--- config.mk ---
export PLATFORM = sky130hd
export DESIGN_NAME = uart_receiver
export DESIGN_NICKNAME = d
export VERILOG_FILES = /design/src/rtl/uart_pkg.sv /design/src/rtl/sync_2ff.sv /design/src/rtl/uart_receiver.sv
export SDC_FILE = /design/constraint.sdc
export NUM_CORES = 1
export LEC_CHECK = 0
export CORE_MARGIN = 3
export CORE_UTILIZATION = 61
export CTS_CLUSTER_SIZE = 8
export DETAILED_ROUTE_END_ITERATION = 10
export PLACE_DENSITY = 0.83
export SYNTH_ARGS = -nofsm -noshare
export SYNTH_HDL_FRONTEND = slang
export SYNTH_SLANG_ARGS = --single-unit
--- constraint.sdc ---
create_clock -name input_clk -period 3.3 [get_ports input_clk]
set_input_delay 0.66 -clock input_clk [delete_from_list [all_inputs] [get_ports input_clk]]
set_output_delay 0.66 -clock input_clk [all_outputs]
set_load 0.1 [all_outputs]
--- src/rtl/uart_pkg.sv ---
// Types and constants for the UART receive/transmit paths.
package uart_pkg;

    typedef enum logic [2:0] {
        RX_IDLE,
        RX_START,
        RX_DATA,
        RX_STOP,
        RX_BREAK
    } uart_rx_state_t;

    localparam int UART_CLKS_PER_BIT = 10416;
    localparam int UART_DATA_BITS    = 8;

endpackage

--- src/rtl/sync_2ff.sv ---
// Two-flop synchroniser for one asynchronous bit. The reset value is chosen by
// the user so that the synchronised signal comes out of reset at its idle level.
module sync_2ff #(
    parameter logic RST_VAL = 1'b0
) (
    input  logic clk,
    input  logic rst_n,
    input  logic d,
    output logic q
);

    logic meta_q;
    logic sync_q;

    always_ff @(posedge clk) begin
        if (!rst_n) begin
            meta_q <= RST_VAL;
            sync_q <= RST_VAL;
        end else begin
            meta_q <= d;
            sync_q <= meta_q;
        end
    end

    assign q = sync_q;

endmodule

--- src/rtl/uart_receiver.sv ---
// 8N1 UART receiver: single mid-bit sample per bit, hold-until-ack output,
// framing-error pulse and sticky overrun flag.
module uart_receiver
    import uart_pkg::*;
#(
    parameter int CLKS_PER_BIT = UART_CLKS_PER_BIT,
    parameter int HALF_BIT     = CLKS_PER_BIT / 2,
    parameter int DATA_BITS    = UART_DATA_BITS
) (
    input  logic                 input_clk,
    input  logic                 reset,
    input  logic                 Rx,
    input  logic                 rx_ack,
    output logic [DATA_BITS-1:0] rx_data,
    output logic                 rx_valid,
    output logic                 rx_busy,
    output logic                 frame_err,
    output logic                 overrun
);

    localparam int CW = $clog2(CLKS_PER_BIT);
    localparam int IW = $clog2(DATA_BITS);

    localparam logic [CW-1:0] BIT_LAST  = CW'(CLKS_PER_BIT - 1);
    localparam logic [CW-1:0] HALF_LAST = CW'(HALF_BIT - 1);
    localparam logic [IW-1:0] IDX_LAST  = IW'(DATA_BITS - 1);

    logic rx_s;

    // Line idles high, so the synchroniser resets to 1 to avoid a false start.
    sync_2ff #(
        .RST_VAL(1'b1)
    ) u_rx_sync (
        .clk  (input_clk),
        .rst_n(reset),
        .d    (Rx),
        .q    (rx_s)
    );

    uart_rx_state_t       state_q,    state_d;
    logic [CW-1:0]        bit_cnt_q,  bit_cnt_d;
    logic [IW-1:0]        idx_q,      idx_d;
    logic [DATA_BITS-1:0] shreg_q,    shreg_d;
    logic [DATA_BITS-1:0] rx_data_q,  rx_data_d;
    logic                 rx_valid_q, rx_valid_d;
    logic                 overrun_q,  overrun_d;
    logic                 ferr_q,     ferr_d;

    logic bit_tick;
    logic half_tick;

    assign bit_tick  = (bit_cnt_q == BIT_LAST);
    assign half_tick = (bit_cnt_q == HALF_LAST);

    always_ff @(posedge input_clk) begin
        if (!reset) begin
            state_q    <= RX_IDLE;
            bit_cnt_q  <= '0;
            idx_q      <= '0;
            shreg_q    <= '0;
            rx_data_q  <= '0;
            rx_valid_q <= 1'b0;
            overrun_q  <= 1'b0;
            ferr_q     <= 1'b0;
        end else begin
            state_q    <= state_d;
            bit_cnt_q  <= bit_cnt_d;
            idx_q      <= idx_d;
            shreg_q    <= shreg_d;
            rx_data_q  <= rx_data_d;
            rx_valid_q <= rx_valid_d;
            overrun_q  <= overrun_d;
            ferr_q     <= ferr_d;
        end
    end

    always_comb begin
        state_d    = state_q;
        bit_cnt_d  = bit_cnt_q;
        idx_d      = idx_q;
        shreg_d    = shreg_q;
        rx_data_d  = rx_data_q;
        rx_valid_d = rx_valid_q;
        overrun_d  = overrun_q;
        ferr_d     = 1'b0;

        if (rx_ack && rx_valid_q) begin
            rx_valid_d = 1'b0;
            overrun_d  = 1'b0;
        end

        unique case (state_q)
            RX_IDLE: begin
                bit_cnt_d = '0;
                if (!rx_s) begin
                    state_d = RX_START;
                end
            end

            RX_START: begin
                if (half_tick) begin
                    bit_cnt_d = '0;
                    idx_d     = '0;
                    state_d   = rx_s ? RX_IDLE : RX_DATA;
                end else begin
                    bit_cnt_d = bit_cnt_q + 1'b1;
                end
            end

            RX_DATA: begin
                if (bit_tick) begin
                    bit_cnt_d = '0;
                    shreg_d   = {rx_s, shreg_q[DATA_BITS-1:1]};
                    if (idx_q == IDX_LAST) begin
                        state_d = RX_STOP;
                    end else begin
                        idx_d = idx_q + 1'b1;
                    end
                end else begin
                    bit_cnt_d = bit_cnt_q + 1'b1;
                end
            end

            RX_STOP: begin
                if (bit_tick) begin
                    bit_cnt_d = '0;
                    if (rx_s) begin
                        // Newest byte always wins; a same-cycle ack consumes
                        // the old byte, so that case is not an overrun.
                        rx_data_d  = shreg_q;
                        rx_valid_d = 1'b1;
                        if (rx_valid_q && !rx_ack) begin
                            overrun_d = 1'b1;
                        end
                        state_d = RX_IDLE;
                    end else begin
                        ferr_d  = 1'b1;
                        state_d = RX_BREAK;
                    end
                end else begin
                    bit_cnt_d = bit_cnt_q + 1'b1;
                end
            end

            RX_BREAK: begin
                bit_cnt_d = '0;
                if (rx_s) begin
                    state_d = RX_IDLE;
                end
            end

            default: begin
                bit_cnt_d = '0;
                state_d   = RX_IDLE;
            end
        endcase
    end

    assign rx_data   = rx_data_q;
    assign rx_valid  = rx_valid_q;
    assign rx_busy   = (state_q != RX_IDLE);
    assign frame_err = ferr_q;
    assign overrun   = overrun_q;

endmodule
### Word-level counts from Yosys, hierarchy flattened

Cells that the tools add are included.

| storage, ports and cells | value |
|---|---|
| output and inout bits | 12 |
| register bits after elaboration | 41 |
| input bits | 4 |
| word-level logic and storage cells | 64 |

| cells by class | value |
|---|---|
| add/sub/neg operators | 2 |
| eq/ne operators | 14 |
| mux-type cells | 26 |
| reductions and logical operators | 12 |

Operators with widths:

| kind | count |
|---|---|
| $mux 3 | 10 |
| $mux 14 | 2 |
| $pmux 14 s2 | 1 |
| $pmux 3 s5 | 1 |
| $add 14x1->14 const B | 1 |
| $eq 14x13->1 const B | 1 |
| $eq 14x14->1 const B | 1 |
| $ne 2x2->1 const B | 6 |
| $mux 1 | 10 |
| $eq 3x2->1 const B | 2 |
| $eq 3x3->1 const B | 2 |
| $pmux 3 s2 | 1 |
| $reduce_and 3->1 | 2 |
| $reduce_and 6->1 | 1 |
| $reduce_and 4->1 | 1 |
| $add 3x1->3 const B | 1 |
| $eq 3x1->1 const B | 1 |
| $logic_not 3->1 | 1 |
| $reduce_bool 3->1 | 1 |
| $logic_and 1x1->1 | 2 |
| $mux 2 | 1 |
| $ne 2x1->1 const B | 1 |
| $reduce_and 2->1 | 1 |
| $reduce_bool 2->1 | 1 |
| 2 further kinds | 2 |

### Logic depth before layout (Yosys ltp)

Gate-level depths: netlist of the first run.

| logic depth | value |
|---|---|
| word-level depth | 6 |
| gate-level depth with buffers | 8 |

### Cells and area by module

Synthesis of the first run repeated with hierarchy kept, for this count alone.

| unflattened totals | value |
|---|---|
| cells, all modules | 187 |
| area total of the unflattened synthesis | 1,760.4 um^2 |

Modules (own cells, without submodules):

| module | cells an instance | instances | area each (um^2) | seq. area each (um^2) |
|---|---|---|---|---|
| uart_receiver | 183 | 1 | 1,707.9 | 780.7 |
| sync_2ff | 4 | 1 | 52.6 | 40.0 |

### Least setup slack after synthesis of the first run

No wires, ideal clock.

| timing path | value |
|---|---|
| kind | input-to-output |
| start | input port state_q[0] |
| end | output port rx_busy |
| required time | 2.640 ns |
| stages on the path | 3 |
| arrival time | 1.387 ns |
| slack | 1.253 ns |
| path through | dfxtp_1 > clkbuf_1 > or3_1 |

| on the way | value |
|---|---|
| longest elaborated chain between the ends | 1 |

Ends and longest elaborated chain:

| element | line | RTL |
|---|---|---|
| start: declaration | uart_receiver.sv:40 | `uart_rx_state_t state_q, state_d;` |
| $reduce_bool 3->1 | uart_receiver.sv:161 | `assign rx_busy = (state_q != RX_IDLE);` |
| end: declaration | uart_receiver.sv:16 | `output logic rx_busy,` |

No other way between the ends.

### Final worst setup path of the first run

| timing path | value |
|---|---|
| start | input port bit_cnt_q[0] |
| end | register bit_cnt_q[9] |

| on the way | value |
|---|---|
| longest elaborated chain between the ends | 3 |
| elaborated cells on any way between the ends | 6 |
| those cells by class | add/sub: 1; eq/ne: 2; mux: 3 |

Ends and longest elaborated chain:

| element | line | RTL |
|---|---|---|
| start: declaration | uart_receiver.sv:41 | `logic [CW-1:0] bit_cnt_q, bit_cnt_d;` |
| $add 14x1->14 (tied with other cells) | uart_receiver.sv:106, uart_receiver.sv:120, uart_receiver.sv:141 |  |
| $mux 14 (on tied branches) | uart_receiver.sv:111, uart_receiver.sv:125, uart_receiver.sv:101 |  |
| $pmux 14 s2 * | uart_receiver.sv:92 | `unique case (state_q)` |

Every way passes the cells marked *; elsewhere a longest branch is shown, timed or not.
A chain may end at the register's enable or synchronous reset.

==> results of run 1 <==
## power breakdown
group / internal (mW) / switching (mW)
Clock: 0.0844 / 0.172
Sequential: 0.504 / 0.0253
Combinational: 0.0602 / 0.112
## cell usage in the layout, fill, tap and decap left out, types with 2 or more instances in the layout
| cell type | netlist | layout |
|---|---|---|
| sky130_fd_sc_hd__a22oi_1 | 2 | 2 |
| sky130_fd_sc_hd__and4_1 | 3 | 3 |
| sky130_fd_sc_hd__buf_4 | 0 | 13 |
| sky130_fd_sc_hd__clkbuf_4 | 0 | 5 |
| sky130_fd_sc_hd__clkdlybuf4s50_1 | 0 | 3 |
| sky130_fd_sc_hd__dfxtp_1 | 41 | 41 |
| sky130_fd_sc_hd__ha_1 | 4 | 4 |
| sky130_fd_sc_hd__mux2i_1 | 22 | 22 |
| sky130_fd_sc_hd__nand2_1 | 14 | 14 |
| sky130_fd_sc_hd__nand2b_1 | 5 | 5 |
| sky130_fd_sc_hd__nand3_1 | 11 | 11 |
| sky130_fd_sc_hd__nand3b_1 | 2 | 2 |
| sky130_fd_sc_hd__nand4_2 | 2 | 2 |
| sky130_fd_sc_hd__nor2_1 | 14 | 14 |
| sky130_fd_sc_hd__nor2_2 | 2 | 2 |
| sky130_fd_sc_hd__nor2_4 | 9 | 9 |
| sky130_fd_sc_hd__nor2b_1 | 17 | 17 |
| sky130_fd_sc_hd__nor3b_1 | 2 | 2 |
| sky130_fd_sc_hd__nor4bb_1 | 2 | 2 |
| sky130_fd_sc_hd__o21ai_0 | 2 | 2 |
| sky130_fd_sc_hd__xnor2_1 | 6 | 6 |
| sky130_fd_sc_hd__xor2_1 | 7 | 7 |
## kinds of logic (layout without fill, tap and decap cells)
group / after synthesis / after routing / synth area share
AND/OR/NAND/NOR: 96 / 96 / 0.321
flip-flops: 41 / 41 / 0.421
buffers and inverters: 10 / 25 / 0.0333
multiplexers: 22 / 22 / 0.113
adder cells (fa/ha/maj): 4 / 4 / 0.0257
XOR/XNOR: 13 / 13 / 0.0584
AO/OA/AOI/OAI: 8 / 8 / 0.0276
## stage by stage
| stage | std cells | util |
|---|---|---|
| 6_report | 251 | 0.734 |
| 5_1_grt | 251 | 0.734 |
| 4_1_cts | 251 | 0.734 |
| 3_5_place_dp | 243 | 0.714 |
| 3_3_place_gp | 243 | 0.714 |
| 2_1_floorplan | 194 | - |
## final cells by class
class | instances | area, sq um | area share
Timing Repair Buffer | 16 | 128 | 0.0600
Inverter | 1 | 3.75 | 0.00176
Tap cell | 42 | 52.6 | 0.0247
Clock buffer | 5 | 37.5 | 0.0176
Clock inverter | 3 | 21.3 | 0.00999
Multi-Input combinational cell | 143 | 1060 | 0.500
Sequential cell | 41 | 821 | 0.386
## per-layer routing
layer	part of all wire	routed length (um)	vias to the layer above	GRT usage
met5	0	0	-	0
met4	0.015	50	0	0.0826
met3	0.043	142	7	0.0522
met1	0.46	1510	642	0.212
met2	0.48	1570	30	0.321
li1	-	-	695	-
## how the worst min path moves through the flow
stage                                   endpoint  slack, ns  cells past startpoint
after detailed placement  u_rx_sync.q$_SDFF_PN1_       0.41                      1
after global routing      u_rx_sync.q$_SDFF_PN1_       0.46                      1
after CTS                 u_rx_sync.q$_SDFF_PN1_       0.44                      1
final                     u_rx_sync.q$_SDFF_PN1_       0.43                      1
after global placement    u_rx_sync.q$_SDFF_PN1_       0.39                      1
after floorplan           u_rx_sync.q$_SDFF_PN1_       0.39                      1
## critical path, delay by kind of cell (launching register included)
family / cells / cell delay, ns
flip-flops: 1 / 0.43
adder cells (fa/ha/maj): 1 / 0.25
AO/OA/AOI/OAI: 1 / 0.23
AND/OR/NAND/NOR: 4 / 1.36
## sequential cells by signal, summed over array words and instances (netlist names), named ones only
signal            flops
shreg_q               8
rx_data               8
u_rx_sync.q           1
bit_cnt_q            14
frame_err             1
idx_q                 3
rx_valid              1
u_rx_sync.meta_q      1
state_q               3
==> metrics.md, run 1 <==
| Metric | Value |
|---|---|
| Status | `complete, no violations` |
| Layout-stage area growth over the synthesis result | `9.11%` |
| Post-cts sizing count | `0` |
| Least-Margin Pin Slew | `approximately 1 ns` |
| Via count of the first global-routing pass | `1353` |
| Relative max-transition margin | `0.326` |
| Clock network latency to the later pin of the worst-skew pair | `0.36 ns` |
| Antenna diode instance count | `0` |
| Primary flip-flop cell chosen by synthesis mapping | `sky130_fd_sc_hd__dfxtp_1` |
| Number of DRC violations after detailed-routing iteration 0 | `105` |
| Post-synth top area cell | `sky130_fd_sc_hd__dfxtp_1` |
| Worst-case clock buffer depth | `2` |
| Share of synthesized registers carrying an async set or reset | `0` |
| Largest incremental delay on the critical path | `0.81 ns` |
| First-pass GRT wire length | `around 5800 um` |
| Y dimension of the die | `62.6 um` |
| Start point of the worst min-delay path | `u_rx_sync.meta_q$_SDFF_PN1_` |
| Final-layout setup total negative slack | `0 ns` |
| Termination of the worst setup path | `bit_cnt_q[9]$_SDFF_PN0_` |
| Place WS | `0.903 ns` |
| Max-cap violations | `0` |
| Worst setup EP type | `flip-flop` |
| Number of vias per cell | `between 5 and 6` |
| CTS Buf Count | `5` |
| Number of placed I/O pins | `16` |
| Remaining design rule violation count | `0` |
| Mapped cell area | `1950 sq um` |
| Instance area at placement | `2070 sq um` |
| Yosys warning total | `0` |
| Power after layout | `957 uW` |
| Starting density of the core | `0.673` |
| Total setup violations reported at the end of the flow | `0` |
| Peak supply drop | `0.278 mV` |
| Initial antenna violation count | `0` |
| Worst R2R Path Depth | `6` |
| Detail Route Antenna Nets | `0` |
| Rows | `19` |
| Total detailed-routing wirelength | `3270 um` |
| DP Wirelength | `between 2000 and 2500 um` |
| Detail-routed net length per standard cell | `13.0 um` |
| Count of buffers inserted at the top-level ports | `15` |
| RD Place Congestion | `0.865` |
| Maximum fanout encountered on the critical timing path | `14` |
| Path type of the worst min-delay path | `flip-flop to flip-flop` |
| Maximum level of the CTS H-tree | `2` |
| Core box area | `2900 sq um` |
| Cell types occupying the most area after synthesis | `sky130_fd_sc_hd__dfxtp_1 (42%), sky130_fd_sc_hd__mux2i_1 (11%), sky130_fd_sc_hd__nor2b_1 (5.5%)` |
| Final worst path period need | `2.42 ns` |
| Number of pins with negative max-slew slack in the final report | `0` |
| GR Util All Layers | `0.186` |
| TritonCTS clock tree | `yes` |
| Final #Nets | `~220` |
| Area of the die | `3910 sq um` |
| Maximum clock skew at final layout | `0.0177 ns` |
| Worst-path clk slew | `~0.13 ns` |
| Setup repair after global routing missed its margin | `false` |
| Die W | `62.6 um` |
| Clk Tree Root Cell | `sky130_fd_sc_hd__clkbuf_4` |
| Routed vias | `1374` |
| Most frequent cell after synthesis | `sky130_fd_sc_hd__dfxtp_1` |
| Post-Syn Nets | `202` |
| Clock tree sinks | `roughly 40` |
| Worst setup slack for register-to-register paths | `0.88 ns` |
| Sequential fraction of the synthesis area | `0.421` |
| Power per cell area | `450 nW/um^2` |
| Leakage power figure | `0.710 nW` |
| Maximum number of pins on one net before global-route repair | `33` |
| Min Hold Slack | `0.434 ns` |
| # fillers | `~240` |
| Hold violation total from the final report | `0` |
| Distinct cell type count of the synthesized netlist | `41` |
| WS Path Type | `flip-flop to flip-flop` |
| Startpoint of the worst-slack reg-to-reg timing path | `bit_cnt_q[0]$_SDFF_PN0_` |
| Buffer count from post-CTS setup fixing | `0` |
| Synthesized instance count | `a little under 200` |
| CTS Hold Bufs | `0` |
| Final Cycle Share | `0.733` |
| Data required time of the critical path | `3.51 ns` |
| Flip-flop and latch count after synthesis | `41` |
| Beginning of the critical path | `bit_cnt_q[0]$_SDFF_PN0_` |
| Highest attainable clock frequency | `around 410 MHz` |
| Crit path launch type | `flip-flop` |
| Post-synthesis area per instance | `10.1 sq um` |
| First-pass iteration count of the detailed router | `4` |
| Critical Path Slowest Stage Cell | `sky130_fd_sc_hd__or4b_1` |
| Post-synth top area share | `0.421` |
| Arrival time worst endpoint | `2.63 ns` |
| Worst r2r dst | `bit_cnt_q[9]$_SDFF_PN0_` |
| Worst-case setup margin in the final layout | `between 0.8 and 0.9 ns` |
| Area of all placed cells without fillers | `2130 sq um` |
| Number of enable-type register cells in the synthesized netlist | `0` |
| Layout cells sized above 1 | `0.177` |
| Most frequent cells after synthesis | `sky130_fd_sc_hd__dfxtp_1 (41), sky130_fd_sc_hd__mux2i_1 (22), sky130_fd_sc_hd__nor2b_1 (17)` |
| Sum of overflow across all layers after global routing | `0` |
| Cells along the critical path | `ha_1, and4_4, nand4_2, a22oi_1, or4b_1, nor2_1` |
(Power assumes the default switching activity.)
==> inputs of run 2 (changes only) <==
CORE_UTILIZATION = 57   (was 61)
PLACE_DENSITY = 0.78   (was 0.83)
clock period = 2.38 ns   (was 3.3 ns; I/O delays follow)
==> run 2 against run 1 <==
Setup slack worse by 0.47 ns. Highest routed layer unchanged. Sequential power is 39% higher. Final area is 1.5% higher. Via count is 0.44% higher. Clock power is 77% higher. Clock skew is 0.0078 ns lower. First-iteration DRC count is 17% lower. Critical path depth is 1 higher.
==> metrics.md, run 2 (same netlist as run 1, synthesis figures left out) <==
| Metric | Value |
|---|---|
| Status | `complete, no violations` |
| Non-filler cells, final | `254` |
| Clock network latency to the later pin of the worst-skew pair | `0.35 ns` |
| Number of vias per cell | `5.43` |
| First-pass GRT wire length | `5750 um` |
| Path type of the worst min-delay path | `flip-flop to flip-flop` |
| Number of flip-flops under the largest register name | `14` |
| Leakage power figure | `0.725 nW` |
| Worst-case clock buffer depth | `2` |
| Antenna diode instance count | `0` |
| Rows | `20` |
| WS Path Type | `flip-flop to flip-flop` |
| Most frequent standard cell in the layout excluding fill and tap cells | `sky130_fd_sc_hd__dfxtp_1` |
| Final worst path period need | `1.96 ns` |
| Area of the die | `4160 sq um` |
| Buffer count from post-CTS setup fixing | `0` |
| Beginning of the critical path | `bit_cnt_q[0]$_SDFF_PN0_` |
| CTS Buf Count | `5` |
| Starting density of the core | `0.619` |
| Post-cts sizing count | `0` |
| Clk Tree Root Cell | `sky130_fd_sc_hd__clkbuf_4` |
| Total setup violations reported at the end of the flow | `0` |
| CTS Hold Bufs | `0` |
| Max-cap violations | `0` |
| Data required time of the critical path | `2.67 ns` |
| Sum of overflow across all layers after global routing | `0` |
| Largest Register | `bit_cnt_q` |
| Power per cell area | `659 nW/um^2` |
| Final Cycle Share | `0.826` |
| Worst setup EP type | `flip-flop` |
| Layout cells sized above 1 | `0.176` |
| Worst-path clk slew | `0.12 ns` |
| Area of all placed cells without fillers | `2160 sq um` |
| Initial antenna violation count | `0` |
| Via count of the first global-routing pass | `about 1300` |
| TritonCTS clock tree | `yes` |
| Setup repair after global routing missed its margin | `false` |
| Maximum fanout encountered on the critical timing path | `14` |
| Number of DRC violations after detailed-routing iteration 0 | `between 80 and 90` |
| Maximum clock skew at final layout | `0.00991 ns` |
| Number of placed I/O pins | `16` |
| Clock tree sinks | `41` |
| Leading cell types in the layout, fill and taps excluded | `sky130_fd_sc_hd__dfxtp_1 (41), sky130_fd_sc_hd__mux2i_1 (22), sky130_fd_sc_hd__nor2b_1 (17)` |
| Count of buffers inserted at the top-level ports | `15` |
| Routed vias | `1380` |
| Final #Nets | `217` |
| First-pass iteration count of the detailed router | `4` |
| Hold violation total from the final report | `0` |
| Power after layout | `1.42 mW` |
| Total detailed-routing wirelength | `3250 um` |
| Remaining design rule violation count | `0` |
| Detail Route Antenna Nets | `0` |
| Y dimension of the die | `about 65 um` |
| Startpoint of the worst-slack reg-to-reg timing path | `bit_cnt_q[0]$_SDFF_PN0_` |
| Worst setup slack for register-to-register paths | `0.42 ns` |
| Highest attainable clock frequency | `around 510 MHz` |
| Detail-routed net length per standard cell | `12.8 um` |
| Number of pins with negative max-slew slack in the final report | `0` |
| Maximum level of the CTS H-tree | `2` |
| RD Place Congestion | `0.872` |
| Crit path launch type | `flip-flop` |
| Min Hold Slack | `0.419 ns` |
| GR Util All Layers | `0.176` |
| Layout-stage area growth over the synthesis result | `10.7%` |
| Instance count after placement with tap cells included | `between 200 and 250` |
| Instance area at placement | `2080 sq um` |
| Relative max-transition margin | `0.686` |
| DP Wirelength | `2350 um` |
| Arrival time worst endpoint | `around 2.3 ns` |
| Start point of the worst min-delay path | `u_rx_sync.meta_q$_SDFF_PN1_` |
| Peak supply drop | `0.331 mV` |
| Final-layout setup total negative slack | `0 ns` |
| Least-Margin Pin Slew | `around 0.47 ns` |
| Die W | `64.5 um` |
| Maximum number of pins on one net before global-route repair | `33` |
| Core box area | `3150 sq um` |
[run 2: worst paths after layout]
path                                                  to  cells past startpoint
worst max-delay path            bit_cnt_q[13]$_SDFF_PN0_                      7
worst min-delay path              u_rx_sync.q$_SDFF_PN1_                      1
worst max register to register  bit_cnt_q[13]$_SDFF_PN0_                      7
worst min register to register    u_rx_sync.q$_SDFF_PN1_                      1
[run 2: area by class of cell]
cell class | count | area (sq um)
clock buffer | 6 | 41.3
clock inverter | 2 | 38.8
fill | 271 | 993
inverter | 1 | 3.75
multi-input combinational | 143 | 1060
sequential | 41 | 821
tap | 44 | 55.1
timing repair buffer | 17 | 135
[run 2: metrics by stage]
step,utilization,worst slack (ns)
finish,0.685,0.415
global route,0.685,0.289
CTS,0.685,0.416
floorplan,-,0.514
global placement,0.660,0.468
detailed placement,0.660,0.448
[run 2: routing by layer]
| layer | track usage | part of all wire | vias up |
|---|---|---|---|
| li1 | - | - | 698 |
| met1 | 0.214 | 0.48 | 655 |
| met2 | 0.290 | 0.46 | 22 |
| met3 | 0.0451 | 0.040 | 5 |
| met4 | 0.0792 | 0.017 | 0 |
| met5 | 0 | 0 | - |
[run 2: power by group]
group / switching [mW] / internal [mW] / leakage (nW)
Sequential: 0.0360 / 0.699 / 0.331
Combinational: 0.153 / 0.0850 / 0.351
Clock: 0.228 / 0.224 / 0.0424
[run 2: critical path, cell delays in order (launching register included)]
cell and delay, ns:
sky130_fd_sc_hd__dfxtp_1 0.38, sky130_fd_sc_hd__ha_1 0.26, sky130_fd_sc_hd__and4_4 0.23, sky130_fd_sc_hd__nand4_2 0.11, sky130_fd_sc_hd__a22oi_1 0.10, sky130_fd_sc_hd__or4b_1 0.46
sky130_fd_sc_hd__buf_4 0.25, sky130_fd_sc_hd__nor2_1 0.12
